--- config.mk ---
export PLATFORM = sky130hd
export DESIGN_NAME = br_resolve
export DESIGN_NICKNAME = d
export VERILOG_FILES = /design/src/rtl/br_resolve.sv
export SDC_FILE = /design/constraint.sdc
export NUM_CORES = 1
export LEC_CHECK = 0
export ABC_AREA = 1
export BUFFER_PORTS_ARGS = -buffer_cell sky130_fd_sc_hd__buf_4
export CAP_MARGIN = 5
export CORE_MARGIN = 2
export CORE_UTILIZATION = 58
export DETAILED_ROUTE_END_ITERATION = 10
export PLACE_DENSITY_LB_ADDON = 0.15
export SLEW_MARGIN = 20
export SYNTH_ARGS = -nofsm -noshare
export SYNTH_HDL_FRONTEND = slang
export SYNTH_SLANG_ARGS = --single-unit
--- constraint.sdc ---
create_clock -name clk -period 2.45 [get_ports clk]
set_input_delay 0.3675 -clock clk [delete_from_list [all_inputs] [get_ports clk]]
set_output_delay 0.3675 -clock clk [all_outputs]
set_load 0.03 [all_outputs]
--- src/rtl/br_resolve.sv ---
// EX-stage branch/jump resolution: decides taken/not-taken (static not-taken),
// owns the fetch PC, raises pipeline flushes and keeps branch statistics.
module br_resolve #(
   parameter logic [31:0] RESET_PC  = 32'h0000_0000,
   parameter logic [31:0] TRAP_VEC  = 32'h0000_0010,
   parameter int          FLUSH_CYC = 1,
   parameter int          CNT_W     = 32
) (
   input  logic             clk,
   input  logic             rst_n,
   input  logic             stall,
   input  logic             ex_valid,
   input  logic             ex_is_branch,
   input  logic             ex_is_jal,
   input  logic             ex_is_jalr,
   input  logic [2:0]       ex_funct3,
   input  logic             br_less,
   input  logic             br_equal,
   input  logic [31:0]      ex_pc,
   input  logic [31:0]      ex_imm,
   input  logic [31:0]      ex_rs1_data,
   output logic             br_unsigned,
   output logic [31:0]      pc,
   output logic             redirect,
   output logic             flush_if_id,
   output logic             flush_id_ex,
   output logic             trap_misaligned,
   output logic [CNT_W-1:0] br_cnt,
   output logic [CNT_W-1:0] br_taken_cnt
);

   typedef enum logic [1:0] {
      RUN   = 2'b01,
      FLUSH = 2'b10
   } state_t;

   state_t      state, state_nxt;
   logic [1:0]  fcnt, fcnt_nxt;
   logic [31:0] pc_nxt;
   logic [31:0] target;
   logic        cond;
   logic        in_run;
   logic        take;
   logic        misaligned;
   logic        branch_taken;

   assign br_unsigned = ex_funct3[1];

   always_comb begin
      cond = 1'b0;
      case (ex_funct3)
         3'b000:          cond = br_equal;
         3'b001:          cond = ~br_equal;
         3'b100, 3'b110:  cond = br_less;
         3'b101, 3'b111:  cond = ~br_less;
         default:         cond = 1'b0;
      endcase
   end

   always_comb begin
      target = ex_pc + ex_imm;
      if (ex_is_jalr) target = (ex_rs1_data + ex_imm) & 32'hFFFF_FFFE;
   end

   assign in_run       = (state == RUN);
   assign take         = ex_valid & in_run & (ex_is_jalr | ex_is_jal | (ex_is_branch & cond));
   // Bit 0 can only be set by a malformed branch/JAL immediate; treat it as misaligned too.
   assign misaligned   = |target[1:0];
   assign branch_taken = ex_is_branch & cond & ~ex_is_jal & ~ex_is_jalr;

   assign redirect        = take & ~misaligned;
   assign trap_misaligned = take & misaligned;
   assign flush_id_ex     = take;
   assign flush_if_id     = take | (state == FLUSH);

   always_comb begin
      state_nxt = state;
      fcnt_nxt  = fcnt;
      pc_nxt    = stall ? pc : pc + 32'd4;
      case (state)
         RUN: begin
            if (take) begin
               pc_nxt = misaligned ? TRAP_VEC : target;
               if (FLUSH_CYC > 0) begin
                  state_nxt = FLUSH;
                  fcnt_nxt  = 2'(FLUSH_CYC);
               end
            end
         end
         FLUSH: begin
            if (fcnt <= 2'd1) begin
               state_nxt = RUN;
               fcnt_nxt  = 2'd0;
            end else begin
               fcnt_nxt = fcnt - 2'd1;
            end
         end
         default: begin
            state_nxt = RUN;
            fcnt_nxt  = 2'd0;
         end
      endcase
   end

   always_ff @(posedge clk or negedge rst_n) begin
      if (!rst_n) begin
         state <= RUN;
         fcnt  <= 2'd0;
         pc    <= RESET_PC;
      end else begin
         state <= state_nxt;
         fcnt  <= fcnt_nxt;
         pc    <= pc_nxt;
      end
   end

   // Statistics only see instructions resolved in RUN; flushed slots are ignored.
   always_ff @(posedge clk or negedge rst_n) begin
      if (!rst_n) begin
         br_cnt       <= '0;
         br_taken_cnt <= '0;
      end else if (in_run && ex_valid && ex_is_branch) begin
         br_cnt <= br_cnt + CNT_W'(1);
         if (branch_taken) br_taken_cnt <= br_taken_cnt + CNT_W'(1);
      end
   end

endmodule
==> summary.md <==
| Metric | Value |
|---|---|
| Inserted Clock Buffers | `9` |
| CP Capture Type | `output port` |
| Synth area leader | `nand2_1` |
| Core area | `18,000 µm²` |
| PD cells | `609 nW/µm²` |
| Most frequent cell after synthesis | `nand2_1` |
| Synth Area in Compound Gates | `0.0618` |
| Syn. warnings | `0` |
| DP Wirelength | `28,300 µm` |
| Peak VDD IR | `0.785 mV` |
| CTS tree | `done` |
| Antenna cells | `0` |
| Clock Pin Slew Worst Setup and Hold Paths | `70 ps` |
| Max layer used | `met4` |
| Largest family of logic cells by synthesized area | `simple AND/OR/NAND/NOR gates` |
| Met2 wire length | `16,600 µm` |
| Tmin final | `2370 ps` |
| Synth top area share | `0.236` |
| Hold Fails Final Rpt | `0` |
| Crit Path Class | `reg -> out` |
| Final Util | `0.713` |
| Post-Route WL | `34,400 µm` |
| Fmax | `0.422 GHz` |
| Vias per cell | `5.38` |
| Gpl congestion | `1.02` |
| Leak | `0.00747 µW` |
| Largest net degree at the start of global routing | `48` |
| Initial core utilization | `0.591` |
| Req. time, crit path | `2080 ps` |
| Number of synthesized flops with an enable pin | `0` |
| Die ar. | `19,500 µm²` |
| RSZ-0062 raised after global routing | `no` |
| Cells after DPL | `2,226` |
| Mux share of post-synthesis cell area | `0` |
| Met1 wire length | `14,500 µm` |
| Clk buf depth | `2` |
| Layout Skew | `9.91 ps` |
| Filler cell count | `1,638` |
| Initial DRC Count | `855` |
| Tot GR Track Use | `0.342` |
| Most frequent cells after synthesis | `nand2_1 (669), inv_1 (309), nor2_1 (168)` |
| Area delta synth->final | `20.6%` |
| Setup violators final | `0` |
| WL/cell | `15.3 µm` |
| Overall Power | `7830 µW` |
| Syn_nets | `1,970` |
| FF+latch count, synth | `100` |
| Final period utilization | `0.967` |
| Hold_ws | `334 ps` |
| HP Class | `in -> reg` |
| Avg Inst Size Synth | `5.94 µm²` |
| Initial antenna violation count | `0` |
| Cell Count, Final, Fillers Out | `2,246` |
| Post-synthesis simple-gate area fraction | `0.428` |
| Most used DFF post-synth | `dfrtp_1` |
| CP startpoint kind | `register` |
| Post-Syn Instances | `1,794` |
| Root Driver | `clkbuf_16` |
| Post-synthesis cell area | `10,700 µm²` |
| WP data arrival | `2000 ps` |
| # Max-Cap Violations | `0` |
| Adder-Cell Fraction of Synth Area | `0.0813` |
| XOR/XNOR share of the synthesized area | `0.0756` |
| Layout Nets | `2,188` |
| H-tree depth | `3` |
| Drt drc | `0` |
| Seq/Total Area, Yosys | `0.235` |
| Largest cells by area after synthesis | `nand2_1 (24%), dfrtp_1 (23%), inv_1 (11%)` |
| Share of cells above drive strength 1 | `0.139` |
| Die X | `140 µm` |
| TritonRoute pass-1 iters | `6` |
| Async S/R FF share, synth | `1.00` |
| Status | `finished, final reports clean` |
| PortBufs | `208` |
| Vias in the first global route | `11,050` |
| Worst Tran Pin Value | `896 ps` |
| Placed cell areas | `12,500 µm²` |
| TritonCTS Sinks | `100` |
| Row cnt | `49` |
| Final ANT Viol Nets | `0` |
| Netlist cell types | `43` |
| Grt total ovfl | `0` |
| Clock latency on the worst-skew pair | `360 ps` |
| Met3 routed WL | `2350 µm` |
| Relative slew slack | `0.402` |
| Routed via count | `12,081` |
| Final slew viol count | `0` |
| Final instance area | `12,900 µm²` |
| Die Height | `140 µm` |
| Io pins | `209` |
| CP max FO | `14` |
| First-pass GRT wire length | `54,200 µm` |
[flip-flops by register name, indices dropped and copies added, names as in the netlist]
name,count
br_cnt,32
br_taken_cnt,32
pc,32
fcnt,2
state,2
[layout make-up]
| type | instances | area [µm²] | share of cell area |
|---|---|---|---|
| Multi-Input combinational cell | 1362 | 6900 | 0.536 |
| Tap cell | 229 | 287 | 0.0223 |
| Clock buffer | 10 | 229 | 0.0178 |
| Clock inverter | 6 | 48.8 | 0.00380 |
| Inverter | 313 | 1180 | 0.0917 |
| Timing Repair Buffer | 226 | 1710 | 0.133 |
| Sequential cell | 100 | 2500 | 0.195 |
[report_power, final]
part	total, µW	switching [µW]	internal (µW)
logic	3940	2560	1380
registers	2540	533	2010
clock network	1350	658	696
total	7830	3750	4090
[worst paths after layout]
kind	from	to	slack (ps)	depth (start not counted)
max	state[0]$_DFFE_PN1P_	flush_id_ex	80	7
min	ex_is_jalr	pc[4]$_DFF_PN0_	330	3
max reg2reg	state[0]$_DFFE_PN1P_	br_cnt[30]$_DFFE_PN0P_	200	10
min reg2reg	state[0]$_DFFE_PN1P_	state[0]$_DFFE_PN1P_	490	2
max in group asynchronous	rst_n	pc[20]$_DFF_PN0_	1310	3
min in group asynchronous	rst_n	br_cnt[13]$_DFFE_PN0P_	480	2
[critical path: stages (launching register included)]
cell and delay [ps]:
dfstp_2 560, ha_2 230, nand3_2 150, inv_4 100
nand2_1 50, nand2_1 120, buf_4 230, buf_4 190
[through the flow]
| step | worst slack [ps] | TNS [ps] |
|---|---|---|
| 2_1_floorplan | 241 | 0 |
| 3_3_place_gp | 82.7 | 0 |
| 3_5_place_dp | 115 | 0 |
| 4_1_cts | -3.17 | -3.17 |
| 5_1_grt | 15.4 | 0 |
| 6_report | 80.4 | 0 |
[timing repair]
action	4_1_cts	5_1_grt
gates resized for setup	0	2
buffers inserted	0	3
hold buffers	1	0
setup endpoints to repair	1	3
hold endpoints to repair	29	0
[cell usage in the layout, fill, tap and decap left out, types with 3 or more instances in the layout]
cell type	synthesis	layout
or2_2	4	4
clkinvlp_4	0	3
ha_1	66	65
nor2_4	5	5
a21boi_0	4	4
o21bai_1	9	9
o21ai_0	42	42
inv_1	309	309
nor3_2	5	5
nor3_1	37	37
clkbuf_16	0	9
and3_1	3	3
nand2_2	5	5
o21ai_1	4	4
nand3_1	133	133
nand2_1	669	669
buf_4	1	224
nand4_1	19	19
nor4_1	12	12
nand3_2	3	3
a21oi_1	57	57
nor2_2	5	5
xor2_1	60	60
dfrtp_1	99	99
nor2_1	168	168
xnor2_1	32	32
[per-layer routing]
layer  track usage  vias to the layer above
met5             0                        -
met4         0.106                        0
met3        0.0382                       67
met2         0.598                      519
met1         0.445                     5492
li1              -                     6003
[kinds of logic after synthesis]
logic type / Yosys count
and+or+nand+nor: 1080
buffers and inverters: 332
AOI/OAI and AO/OA: 122
DFF: 100
xor gates and xnor gates: 92
adders and majority gates: 68
Note: power is estimated with default switching activity, not from simulation.
